**config.mk**
```make
export PLATFORM = sky130hd
export DESIGN_NAME = adder_share_arb
export DESIGN_NICKNAME = d
export VERILOG_FILES = /design/src/rtl/adder_share_pkg.sv /design/src/rtl/adder_64.sv /design/src/rtl/adder_share_rr_pick.sv /design/src/rtl/adder_share_arb.sv
export SDC_FILE = /design/constraint.sdc
export NUM_CORES = 1
export LEC_CHECK = 0
export CAP_MARGIN = 20
export CORE_AREA = 2 2 230 232
export DETAILED_ROUTE_END_ITERATION = 16
export DIE_AREA = 0 0 232 234
export PLACE_DENSITY = 0.53
export SETUP_SLACK_MARGIN = 0.05
export SKIP_CTS_REPAIR_TIMING = 1
export SYNTH_ARGS = -nofsm -noshare
export SYNTH_HDL_FRONTEND = slang
export SYNTH_SLANG_ARGS = --single-unit
export TNS_END_PERCENT = 5
```
**constraint.sdc**
```tcl
create_clock -name clk -period 96.5 [get_ports clk]
set_input_delay 19.3 -clock clk [delete_from_list [all_inputs] [get_ports clk]]
set_output_delay 19.3 -clock clk [all_outputs]
set_load 0.05 [all_outputs]
```
**src/rtl/adder_share_pkg.sv**
```systemverilog
// Shared types and helpers for the adder-sharing arbiter.
// rsp_t carries an ovf field only when ADDER_SHARE_OVF_EN is defined.
package adder_share_pkg;

    localparam int DATA_W   = 64;
    localparam int ID_MAX_W = 4;

    typedef enum logic {
        RSP_EMPTY = 1'b0,
        RSP_FULL  = 1'b1
    } rsp_state_e;

    // The id field is sized for the largest legal NREQ and sliced by the top.
    typedef struct packed {
        logic [DATA_W-1:0]   sum;
        logic                cout;
        logic [ID_MAX_W-1:0] id;
`ifdef ADDER_SHARE_OVF_EN
        logic                ovf;
`endif
    } rsp_t;

    function automatic logic [ID_MAX_W-1:0] rr_next(input logic [ID_MAX_W-1:0] ptr,
                                                    input int nreq);
        logic [ID_MAX_W-1:0] nxt;
        if (int'(ptr) >= nreq - 1) begin
            nxt = 4'd0;
        end else begin
            nxt = ptr + 4'd1;
        end
        return nxt;
    endfunction

endpackage

```
**src/rtl/adder_64.sv**
```systemverilog
// 64-bit ripple-carry adder shared by the matrix-multiply datapath.
module adder_64 (
    input  logic [63:0] a,
    input  logic [63:0] b,
    input  logic        cin,
    output logic [63:0] sum,
    output logic        cout
);

    logic [64:0] carry_s;

    // Bit-serial ripple of the carry from bit 0 to bit 63.
    always_comb begin
        carry_s    = 65'd0;
        sum        = 64'd0;
        carry_s[0] = cin;
        for (int i = 0; i < 64; i++) begin
            sum[i]       = a[i] ^ b[i] ^ carry_s[i];
            carry_s[i+1] = (a[i] & b[i]) | (carry_s[i] & (a[i] ^ b[i]));
        end
        cout = carry_s[64];
    end

endmodule

```
**src/rtl/adder_share_rr_pick.sv**
```systemverilog
// Combinational round-robin picker: first set req bit at or above ptr, wrapping.
module adder_share_rr_pick #(
    parameter int NREQ = 4,
    parameter int ID_W = 2
) (
    input  logic [NREQ-1:0] req,
    input  logic [ID_W-1:0] ptr,
    output logic [NREQ-1:0] gnt,
    output logic [ID_W-1:0] idx,
    output logic            any_req
);

    logic hit_s;

    // Upper pass covers [ptr, NREQ-1]; lower pass covers the wrap [0, ptr-1].
    always_comb begin
        gnt     = {NREQ{1'b0}};
        idx     = {ID_W{1'b0}};
        any_req = 1'b0;
        hit_s   = 1'b0;
        for (int j = 0; j < NREQ; j++) begin
            hit_s   = req[j] & (j >= int'(ptr)) & ~any_req;
            gnt[j]  = gnt[j] | hit_s;
            idx     = hit_s ? ID_W'(j) : idx;
            any_req = any_req | hit_s;
        end
        for (int j = 0; j < NREQ; j++) begin
            hit_s   = req[j] & (j < int'(ptr)) & ~any_req;
            gnt[j]  = gnt[j] | hit_s;
            idx     = hit_s ? ID_W'(j) : idx;
            any_req = any_req | hit_s;
        end
    end

endmodule

```
**src/rtl/adder_share_arb.sv**
```systemverilog
// Round-robin arbiter sharing one adder_64 among NREQ requesters, with a
// one-entry response register. Define ADDER_SHARE_OVF_EN to add rsp_ovf.
module adder_share_arb
    import adder_share_pkg::*;
#(
    parameter int NREQ = 4
) (
    input  logic                   clk,
    input  logic                   rst,
    input  logic [NREQ-1:0]        req_valid,
    input  logic [NREQ*DATA_W-1:0] req_a,
    input  logic [NREQ*DATA_W-1:0] req_b,
    output logic [NREQ-1:0]        req_ready,
    output logic                   rsp_valid,
    input  logic                   rsp_ready,
    output logic [((NREQ > 1) ? $clog2(NREQ) : 1)-1:0] rsp_id,
    output logic [DATA_W-1:0]      rsp_sum,
    output logic                   rsp_cout
`ifdef ADDER_SHARE_OVF_EN
    ,
    output logic                   rsp_ovf
`endif
);

    localparam int ID_W = (NREQ > 1) ? $clog2(NREQ) : 1;

    rsp_state_e        state_r, state_nxt_s;
    rsp_t              rsp_r, rsp_nxt_s;
    logic [ID_W-1:0]   ptr_r, ptr_nxt_s;
    logic              acc_en_s;
    logic [NREQ-1:0]   pick_req_s;
    logic [NREQ-1:0]   gnt_s;
    logic [ID_W-1:0]   gnt_idx_s;
    logic              any_gnt_s;
    logic [DATA_W-1:0] a_mux_s, b_mux_s, sum_s;
    logic              cout_s;
    logic              id_unused_s;

    // A response drained this cycle frees the slot for a same-cycle accept.
    assign acc_en_s   = (state_r == RSP_EMPTY) | rsp_ready;
    assign pick_req_s = (acc_en_s & ~rst) ? req_valid : {NREQ{1'b0}};
    assign req_ready  = gnt_s;

    adder_share_rr_pick #(
        .NREQ (NREQ),
        .ID_W (ID_W)
    ) u_pick (
        .req     (pick_req_s),
        .ptr     (ptr_r),
        .gnt     (gnt_s),
        .idx     (gnt_idx_s),
        .any_req (any_gnt_s)
    );

    // One-hot AND-OR operand mux driven directly by the grant vector.
    always_comb begin
        a_mux_s = {DATA_W{1'b0}};
        b_mux_s = {DATA_W{1'b0}};
        for (int j = 0; j < NREQ; j++) begin
            a_mux_s = a_mux_s | (req_a[j*DATA_W +: DATA_W] & {DATA_W{gnt_s[j]}});
            b_mux_s = b_mux_s | (req_b[j*DATA_W +: DATA_W] & {DATA_W{gnt_s[j]}});
        end
    end

    adder_64 u_adder (
        .a    (a_mux_s),
        .b    (b_mux_s),
        .cin  (1'b0),
        .sum  (sum_s),
        .cout (cout_s)
    );

    // Response-slot next state, captured fields and pointer advance.
    always_comb begin
        state_nxt_s = state_r;
        rsp_nxt_s   = rsp_r;
        ptr_nxt_s   = ptr_r;
        case (state_r)
            RSP_EMPTY: begin
                if (any_gnt_s) begin
                    state_nxt_s = RSP_FULL;
                end else begin
                    state_nxt_s = RSP_EMPTY;
                end
            end
            RSP_FULL: begin
                if (any_gnt_s) begin
                    state_nxt_s = RSP_FULL;
                end else if (rsp_ready) begin
                    state_nxt_s = RSP_EMPTY;
                end else begin
                    state_nxt_s = RSP_FULL;
                end
            end
            default: begin
                state_nxt_s = RSP_EMPTY;
            end
        endcase
        if (any_gnt_s) begin
            rsp_nxt_s.sum  = sum_s;
            rsp_nxt_s.cout = cout_s;
            rsp_nxt_s.id   = ID_MAX_W'(gnt_idx_s);
`ifdef ADDER_SHARE_OVF_EN
            rsp_nxt_s.ovf  = (a_mux_s[DATA_W-1] == b_mux_s[DATA_W-1]) &
                             (sum_s[DATA_W-1] != a_mux_s[DATA_W-1]);
`endif
            ptr_nxt_s      = ID_W'(rr_next(ID_MAX_W'(gnt_idx_s), NREQ));
        end else begin
            rsp_nxt_s = rsp_r;
            ptr_nxt_s = ptr_r;
        end
    end

    // State, response and pointer registers; reset discards any pending result.
    always_ff @(posedge clk) begin
        if (rst) begin
            state_r <= RSP_EMPTY;
            rsp_r   <= {$bits(rsp_t){1'b0}};
            ptr_r   <= {ID_W{1'b0}};
        end else begin
            state_r <= state_nxt_s;
            rsp_r   <= rsp_nxt_s;
            ptr_r   <= ptr_nxt_s;
        end
    end

    assign rsp_valid   = (state_r == RSP_FULL);
    assign rsp_sum     = rsp_r.sum;
    assign rsp_cout    = rsp_r.cout;
    assign rsp_id      = rsp_r.id[ID_W-1:0];
    assign id_unused_s = ^rsp_r.id;
`ifdef ADDER_SHARE_OVF_EN
    assign rsp_ovf     = rsp_r.ovf;
`endif

endmodule

```
### Word-level counts from Yosys, hierarchy flattened

Cells that the tools add are included.

* word-level logic and storage cells: 387
* output and inout bits: 72
* flip-flop bits (word level): 70
* input bits: 519

* magnitude comparators: 7
* add/subtract/negate cells: 1
* muxes and demuxes: 12
* bitwise gates (word level): 362

Operator list (number)
* bitwise AND 64 bit: 8
* bitwise OR 64 bit: 6
* bitwise AND 1 bit: 140
* XOR 1 bit: 127
* bitwise OR 1 bit: 73
* two-way mux 2 bit: 6
* inverter 1 bit: 8
* greater-or-equal comparator 1 x 2 -> 1 bit (first input constant): 2
* < comparator 1 x 2 -> 1 bit (first input constant): 2
* two-way mux 1 bit: 4
* two-way mux 4 bit: 1
* adder 2 x 1 -> 2 bit (second input constant): 1
* greater-or-equal comparator 2 bit (first input constant): 1
* greater-or-equal comparator 2 bit (second input constant): 1
* < comparator 2 bit (first input constant): 1
* one-hot mux 1 bit (2 select lines): 1

### Depth between registers and ports, before layout

Gate-level depths: netlist (run 1).

* depth in word-level cells: 153
* mapped depth: 75
* depth with buffers taken out: 72

### Hierarchy

A second synthesis (run 1) with hierarchy kept.

* cell total of the unflattened synthesis: 780
* area total of the unflattened synthesis: 6749.0 um^2

By module, submodules not included
* adder_share_arb: sequential area each 1401.3 um^2, area each 5191.2 um^2, instances 1, cells each 673
* adder_64: sequential area each 0.0 um^2, area each 1318.8 um^2, instances 1, cells each 74
* adder_share_rr_pick: sequential area each 0.0 um^2, area each 239.0 um^2, instances 1, cells each 33

### Least setup slack after synthesis (run 1)

No wires, ideal clock.

* path kind: input to register
* start: input port req_valid[0]
* end: register rsp_r, in the netlist rsp_sum[63]
* setup slack: 51.103 ns
* cell stages on the path: 75
* path buffers: 3
* required time: 96.430 ns
* data arrival time: 45.326 ns
* library setup time: 0.070 ns
* path through: nor2b_1 > and2_1 > buf_2 > buf_4 > clkbuf_1 > o211ai_1 > nand4_1 > ha_1 > inv_1 > fa_1 > fa_1 > fa_1 > fa_1 > fa_1 > fa_1 > fa_1 > fa_1 > fa_1 > [39 not listed] > fa_1 > fa_1 > fa_1 > fa_1 > fa_1 > fa_1 > fa_1 > fa_1 > fa_1 > fa_1 > fa_1 > fa_1 > fa_1 > fa_1 > fa_1 > fa_1 > nand2_1 > a21oi_1

* longest elaborated chain between the ends: 149
* elaborated cells between the ends (all ways): 289
* those cells by class: mux: 1; bitwise: 288

Ends and longest elaborated chain
* from (decl): RTL line adder_share_arb.sv:10 `input logic [NREQ-1:0] req_valid,`
* two-way mux 4 bit (*): RTL line adder_share_arb.sv:41 `assign pick_req_s = (acc_en_s & ~rst) ? req_valid : {NREQ{1'b0}};`
* bitwise AND 1 bit: RTL line adder_share_rr_pick.sv:22 `hit_s = req[j] & (j >= int'(ptr)) & ~any_req;`
* inverter 1 bit: RTL line adder_share_rr_pick.sv:22
* bitwise AND 1 bit: RTL line adder_share_rr_pick.sv:22
* bitwise OR 1 bit: RTL line adder_share_rr_pick.sv:25 `any_req = any_req | hit_s;`
* inverter 1 bit: RTL line adder_share_rr_pick.sv:22
* bitwise AND 1 bit: RTL line adder_share_rr_pick.sv:22
* bitwise OR 1 bit: RTL line adder_share_rr_pick.sv:25
* [134 not listed]
* bitwise AND 1 bit: RTL line adder_64.sv:19 `carry_s[i+1] = (a[i] & b[i]) | (carry_s[i] & (a[i] ^ b[i]));`
* bitwise OR 1 bit: RTL line adder_64.sv:19
* bitwise AND 1 bit: RTL line adder_64.sv:19
* bitwise OR 1 bit: RTL line adder_64.sv:19
* bitwise AND 1 bit: RTL line adder_64.sv:19
* bitwise OR 1 bit: RTL line adder_64.sv:19
* XOR 1 bit (*): RTL line adder_64.sv:18 `sum[i] = a[i] ^ b[i] ^ carry_s[i];`
* named net sum_s[63]: RTL line adder_share_arb.sv:35 `logic [DATA_W-1:0] a_mux_s, b_mux_s, sum_s;`
* to (signal assigned): RTL line adder_share_arb.sv:118 `rsp_r <= {$bits(rsp_t){1'b0}};`
* to (signal assigned): RTL line adder_share_arb.sv:122 `rsp_r <= rsp_nxt_s;`
* to (decl): RTL line adder_share_arb.sv:28 `rsp_t rsp_r, rsp_nxt_s;`

The timed path passes the listed nets; every way through them passes the cells marked *.
A chain may end at the register's enable or synchronous reset.

### Worst setup path after layout (run 1)

* start: input port req_valid[1]
* end: register rsp_r, in the netlist rsp_sum[63]

* longest elaborated chain between the ends: 148
* elaborated cells between the ends (all ways): 288
* those cells by class: mux: 1; bitwise: 287

Ends and longest elaborated chain (RTL line)
* two-way mux 4 bit (*): adder_share_arb.sv:41
* bitwise AND 1 bit (2 in a row): adder_share_rr_pick.sv:22
* bitwise OR 1 bit: adder_share_rr_pick.sv:25
* inverter 1 bit: adder_share_rr_pick.sv:22
* bitwise AND 1 bit: adder_share_rr_pick.sv:22
* bitwise OR 1 bit: adder_share_rr_pick.sv:25
* inverter 1 bit: adder_share_rr_pick.sv:22
* bitwise AND 1 bit: adder_share_rr_pick.sv:22
* [132 not listed]
* bitwise AND 1 bit: adder_64.sv:19
* bitwise OR 1 bit: adder_64.sv:19
* bitwise AND 1 bit: adder_64.sv:19
* bitwise OR 1 bit: adder_64.sv:19
* bitwise AND 1 bit: adder_64.sv:19
* bitwise OR 1 bit: adder_64.sv:19
* XOR 1 bit (*): adder_64.sv:18
* named net sum_s[63]: adder_share_arb.sv:35

Marks and branches as above.

==> results of run 1 <==
-- state kept, by name (all words and copies together) (netlist names) --
name       flops
rsp_cout       1
rsp_id         2
ptr_r          2
rsp_sum       64
rsp_valid      1
-- worst max-delay path, delay by kind of cell --
family / cells / cell delay, ns
compound gates: 3 / 0.42
simple gates: 3 / 0.39
buf+inv: 5 / 1.52
fa+ha+maj: 64 / 25.84
-- stage by stage --
step | hold WS (ns) | total power [uW] | util
floorplan | 0.525 | 70.0 | -
detailed placement | 0.447 | 115 | 0.282
CTS | 0.457 | 155 | 0.289
global route | 0.472 | 160 | 0.289
finish | 0.455 | 152 | 0.289
global placement | 0.445 | 116 | 0.282
-- path summary, 6_finish.rpt --
| kind | startpoint | to | slack, ns | depth (start not counted) |
|---|---|---|---|---|
| setup reg to reg | ptr_r[1]$_SDFFE_PP0P_ | rsp_sum[63]$_SDFFE_PP0P_ | 68.51 | 74 |
| setup / recovery | req_valid[1] | rsp_sum[63]$_SDFFE_PP0P_ | 49.34 | 75 |
| hold / removal | rsp_sum[54]$_SDFFE_PP0P_ | rsp_sum[54]$_SDFFE_PP0P_ | 0.46 | 2 |
| hold reg to reg | rsp_sum[54]$_SDFFE_PP0P_ | rsp_sum[54]$_SDFFE_PP0P_ | 0.46 | 2 |
-- cells in the mapped netlist --
cell type,number
or2_1,1
buf_2,58
and4_1,33
nand2_1,101
nor2b_1,2
nand4_1,96
inv_2,1
nand3_1,384
nor4b_4,1
and2_0,1
dfxtp_1,70
buf_1,6
fa_1,63
o211ai_1,128
o21a_1,1
o21ai_0,2
a2111oi_0,1
o21ai_1,1
nor4_2,2
nor3_1,1
nand2b_1,6
and3_1,1
o311ai_1,1
buf_4,5
or3_1,2
a211oi_2,1
or2_2,1
a21oi_1,54
a21boi_2,1
clkbuf_1,81
ha_1,2
and2_1,4
nor2_1,21
a311oi_1,1
inv_1,3
a211oi_1,16
-- cell families (layout without fill, tap and decap cells) --
group,Yosys count,after routing,synth area share
adders and majority gates,65,65,0.157
buffers and inverters,154,644,0.0815
AOI/OAI and AO/OA,207,207,0.173
and+or+nand+nor,657,657,0.418
DFF,70,70,0.171
-- layout make-up --
class                      instances  area [sq um]  share of cell area
sequential                        70          1400              0.0933
multi-input combinational        929          6210               0.413
clock inverter                     7          96.3             0.00642
inverter                           4          15.0             0.00100
tap                              688           861              0.0573
clock buffer                       9           225              0.0150
timing repair buffer             624          6210               0.413
-- layer usage --
layer / wire length [microns] / track usage / up-vias
li1: - / - / 5312
met1: 24100 / 0.256 / 5762
met2: 30400 / 0.386 / 686
met3: 4330 / 0.0420 / 88
met4: 1830 / 0.0703 / 0
met5: 0 / 0 / -
-- power groups by stage --
stage | sequential, uW | combinational [uW] | clock [uW]
after detailed placement | 34.0 | 81.5 | 0
after global placement | 33.9 | 81.7 | 0
final | 33.3 | 80.7 | 37.8
after CTS | 33.4 | 81.9 | 39.4
after global routing | 33.7 | 86.3 | 40.3
after floorplan | 42.6 | 27.3 | 0
==> summary.md, run 1 <==
| Metric | Value |
|---|---|
| Synthesized instance count | 1153 |
| Setup repair after global routing missed its margin | false |
| Share of the synthesized area in the top cell type | 0.234 |
| Most frequent cells in the layout | clkdlybuf4s50_1 (589), nand3_1 (384), o211ai_1 (128) |
| Placed Cells | 2315 |
| DP Area | 14700 sq um |
| Clock power frac | 0.249 |
| Final Cell Area | 15000 sq um |
| Critical Path RT | 96.78 ns |
| IO Count | 591 |
| Setup crit start kind | input port |
| Finished Layout Cells | 2331 |
| Antenna Cells | 0 |
| Clock Sinks | 70 |
| HP Class | flip-flop to flip-flop |
| Syn avg cell area | 7.13 sq um |
| Sequential share of power | 0.219 |
| Initial DRC Count | 894 |
| Mapped cell area | 8220 sq um |
| Largest net degree at the start of global routing | 75 |
| Pleak | 0.00490 uW |
| Number of nets in the layout | 2222 |
| P_sw | 63.0 uW |
| Yosys cell types | 36 |
| Initial antenna violation count | 0 |
| Vias/cell | 5.08 |
| Endpoints failing setup | 0 |
| Final worst path period need | 47.16 ns |
| Most used cell, CP | fa_1 |
| First-pass DRT Iterations | 5 |
| Peak VDD IR | 0.00000766 V |
| Relative slew slack | 0.356 |
| Gate power share | 0.532 |
| Total GRT Usage | 0.215 |
| Vias in the first global route | 12000 |
| Num CTS Buffers | 9 |
| Layout cell share with drive strength beyond 1 | 0.0408 |
| Final period util | 0.489 |
| Commonest non-fill, non-tap cell in the layout | clkdlybuf4s50_1 |
| Detail Route Antenna Nets | 0 |
| Switching part of the total | 0.415 |
| Worst setup EP type | flip-flop |
| Fmax | 21.2 MHz |
| Drt drc | 0 |
| Slowest CP cell | clkdlybuf4s50_1 |
| Worst skew pair latency | 0.36 ns |
| CTS clk-pin slew, worst paths | 0.06 ns |
| Die Span Y | 234 microns |
| Slew Limit Fails | 0 |
| Final wirelength | 60.7 mm |
| Syn. warnings | 0 |
| Grt ovf | 0 |
| CP peak stage delay | 0.74 ns |
| DPL Wire Length | 48.9 mm |
| Setup TNS | 0 ns |
| Longest Clk Path Bufs | 2 |
| Vias | 11800 |
| Net Count, Synth | 1737 |
| Setup ws final | 49.34 ns |
| Sequential share of the synthesized area | 0.171 |
| Crit Path Class | input port to flip-flop |
| Hold Violations, Final | 0 |
| PortBufs | 590 |
| Yosys reg bits | 70 |
| Die ar. | 54300 sq um |
| Wire per inst | 26.0 microns |
| Status | completed |
| Initial Utilization | 0.158 |
| Post-place setup slack | 48.60 ns |
| Internal power | 88.8 uW |
| Leading area contributor after synthesis | nand3_1 |
| Die Wd | 232 microns |
| Number of max-cap violations | 0 |
| Fillers | 5605 |
| CP max FO | 39 |
| H-tree depth | 3 |
| Tightest Pin Transition | 0.966 ns |
| Root buffer cell | clkbuf_16 |
| Largest cells by area after synthesis | nand3_1 (23%), dfxtp_1 (17%), fa_1 (15%) |
| Area grow syn2layout | 82.7% |
| Core ar. | 52000 sq um |
| Total power per unit cell area | 10.1 nW/um^2 |
| Gpl congestion | 0.874 |
| Worst Path Arrival | 47.43 ns |
| First-pass GRT wire length | 84.2 mm |
| Max Clock Skew | 0.00480 ns |
| # rows | 84 |
| CTS tree | built |
No activity file was read; power rests on OpenSTA's default activity.
==> run 2, diff against run 1 <==
--- a/config.mk
+++ b/config.mk
@@ -6,10 +6,10 @@
 export NUM_CORES = 1
 export LEC_CHECK = 0
 export CAP_MARGIN = 20
-export CORE_AREA = 2 2 230 232
+export CORE_AREA = 2 2 232 234
 export DETAILED_ROUTE_END_ITERATION = 16
-export DIE_AREA = 0 0 232 234
-export PLACE_DENSITY = 0.53
+export DIE_AREA = 0 0 234 236
+export PLACE_DENSITY = 0.54
 export SETUP_SLACK_MARGIN = 0.05
 export SKIP_CTS_REPAIR_TIMING = 1
 export SYNTH_ARGS = -nofsm -noshare
==> constraint.sdc (replaced) <==
create_clock -name clk -period 41.4 [get_ports clk]
set_input_delay 8.28 -clock clk [delete_from_list [all_inputs] [get_ports clk]]
set_output_delay 8.28 -clock clk [all_outputs]
set_load 0.05 [all_outputs]
==> run 2 against run 1 <==
Via count grew 0.66%. Register-to-register slack lost 55 ns. Critical path depth fell by 2. Worst hold slack hardly changed.
==> summary.md, run 2 (same netlist as run 1, synthesis figures left out) <==
| Metric | Value |
|---|---|
| Status | completed |
| CTS clk-pin slew, worst paths | 0.07 ns |
| Slowest CP cell | buf_4 |
| Placed Cells | 2314 |
| Pleak | 0.00485 uW |
| Drt drc | 0 |
| Switching part of the total | 0.426 |
| Most frequent cells in the layout | clkdlybuf4s50_1 (589), nand3_1 (384), o211ai_1 (128) |
| Setup repair after global routing missed its margin | false |
| Vias/cell | 5.11 |
| Clock power frac | 0.242 |
| Gpl congestion | 0.941 |
| Detail Route Antenna Nets | 0 |
| Vias | 11900 |
| CTS tree | built |
| Die ar. | 55200 sq um |
| Most used cell, CP | fa_1 |
| Num CTS Buffers | 9 |
| Worst Path Arrival | 36.28 ns |
| Fillers | 5695 |
| Largest net degree at the start of global routing | 108 |
| First-pass DRT Iterations | 8 |
| Die Wd | 234 microns |
| Internal power | 200 uW |
| Max reg flops | 64 |
| CP peak stage delay | 0.61 ns |
| PortBufs | 590 |
| Area grow syn2layout | 81.8% |
| Hold Violations, Final | 0 |
| IO Count | 591 |
| Tightest Pin Transition | 1.02 ns |
| Worst skew pair latency | 0.37 ns |
| H-tree depth | 3 |
| Peak VDD IR | 0.0000205 V |
| Critical Path RT | 41.68 ns |
| Worst setup EP type | flip-flop |
| Sequential share of power | 0.223 |
| Vias in the first global route | 12100 |
| Relative slew slack | 0.323 |
| Gate power share | 0.535 |
| CP max FO | 74 |
| Grt ovf | 0 |
| Setup TNS | 0 ns |
| Die Span Y | 236 microns |
| Initial DRC Count | 1014 |
| Max Clock Skew | 0.0202 ns |
| Final Cell Area | 14900 sq um |
| R2R setup slack | 13.43 ns |
| Wire per inst | 26.4 microns |
| Final period util | 0.870 |
| Initial Utilization | 0.155 |
| DP Area | 14600 sq um |
| Clock Sinks | 70 |
| DPL Wire Length | 48.8 mm |
| First-pass GRT wire length | 86.2 mm |
| HP Class | flip-flop to flip-flop |
| Setup crit start kind | input port |
| Number of max-cap violations | 0 |
| Finished Layout Cells | 2333 |
| Final wirelength | 61.6 mm |
| Layout cell share with drive strength beyond 1 | 0.0355 |
| Core ar. | 53100 sq um |
| Crit Path Class | input port to flip-flop |
| Fmax | 27.8 MHz |
| Total power per unit cell area | 23.3 nW/um^2 |
| # rows | 85 |
| Total GRT Usage | 0.215 |
| Final worst path period need | 36.00 ns |
| Initial antenna violation count | 5 |
| Longest Clk Path Bufs | 2 |
| Slew Limit Fails | 0 |
| Endpoints failing setup | 0 |
| P_sw | 148 uW |
| Number of nets in the layout | 2213 |
| Commonest non-fill, non-tap cell in the layout | clkdlybuf4s50_1 |
| Root buffer cell | clkbuf_16 |
-- run 2: cell count changes in the layout (fill, tap and decap cells not counted) --
cell	change
diode_2	+3
inv_6	+3
buf_12	-1
buf_4	-8
bufinv_16	-1
clkinvlp_4	-2
-- run 2: routing by layer --
metal / vias up / routed length, microns / track usage
met5: - / 0 / 0
met4: 0 / 1370 / 0.0489
met3: 96 / 4650 / 0.0447
met2: 719 / 31300 / 0.385
met1: 5813 / 24300 / 0.260
li1: 5298 / - / -
-- run 2: worst paths after layout --
path                                                from                       end  cells past startpoint
worst max register to register      rsp_valid$_SDFF_PP0_  rsp_sum[63]$_SDFFE_PP0P_                     73
worst max-delay path                                 rst  rsp_sum[63]$_SDFFE_PP0P_                     73
worst min register to register  rsp_sum[22]$_SDFFE_PP0P_  rsp_sum[22]$_SDFFE_PP0P_                      2
worst min-delay path            rsp_sum[22]$_SDFFE_PP0P_  rsp_sum[22]$_SDFFE_PP0P_                      2
-- run 2: area by class of cell --
type	count	area [sq um]	share of cell area
Tap cell	696	871	0.0583
Multi-Input combinational cell	929	6210	0.416
Sequential cell	70	1400	0.0938
Inverter	4	15.0	0.00101
Timing Repair Buffer	615	6130	0.410
Antenna cell	3	7.51	0.000503
Clock buffer	9	225	0.0151
Clock inverter	7	77.6	0.00519
-- run 2: worst max-delay path: cells and delay by family --
kind / cells / cell delay, ns
simple gates: 4 / 0.74
compound gates: 1 / 0.14
fa+ha+maj: 64 / 25.76
buf+inv: 4 / 1.11
-- run 2: power by group through the flow --
stage                     Combinational, uW  Clock (uW)  Sequential (uW)
final                                   187        84.3             77.7
after global routing                    199        89.3             78.5
after CTS                               188        87.2             77.8
after detailed placement                188           0             79.2
after global placement                  189           0             79.0
after floorplan                        63.7           0             99.4
-- run 2: stage by stage --
stage | utilization | power [uW] | hold slack, ns | worst slack (ns)
2_1_floorplan | - | 163 | 0.525 | 7.02
3_3_place_gp | 0.276 | 268 | 0.442 | 5.26
3_5_place_dp | 0.276 | 267 | 0.447 | 4.78
4_1_cts | 0.281 | 353 | 0.457 | 5.18
5_1_grt | 0.281 | 366 | 0.474 | 4.17
6_report | 0.281 | 349 | 0.456 | 5.40
==> run 3, diff against run 2 <==
--- a/config.mk
+++ b/config.mk
@@ -5,7 +5,7 @@
 export SDC_FILE = /design/constraint.sdc
 export NUM_CORES = 1
 export LEC_CHECK = 0
-export CAP_MARGIN = 20
+export CAP_MARGIN = 0
 export CORE_AREA = 2 2 232 234
 export DETAILED_ROUTE_END_ITERATION = 16
 export DIE_AREA = 0 0 234 236
==> results of run 3 <==
Final layout, timing and power as in run 2 (identical DEF).
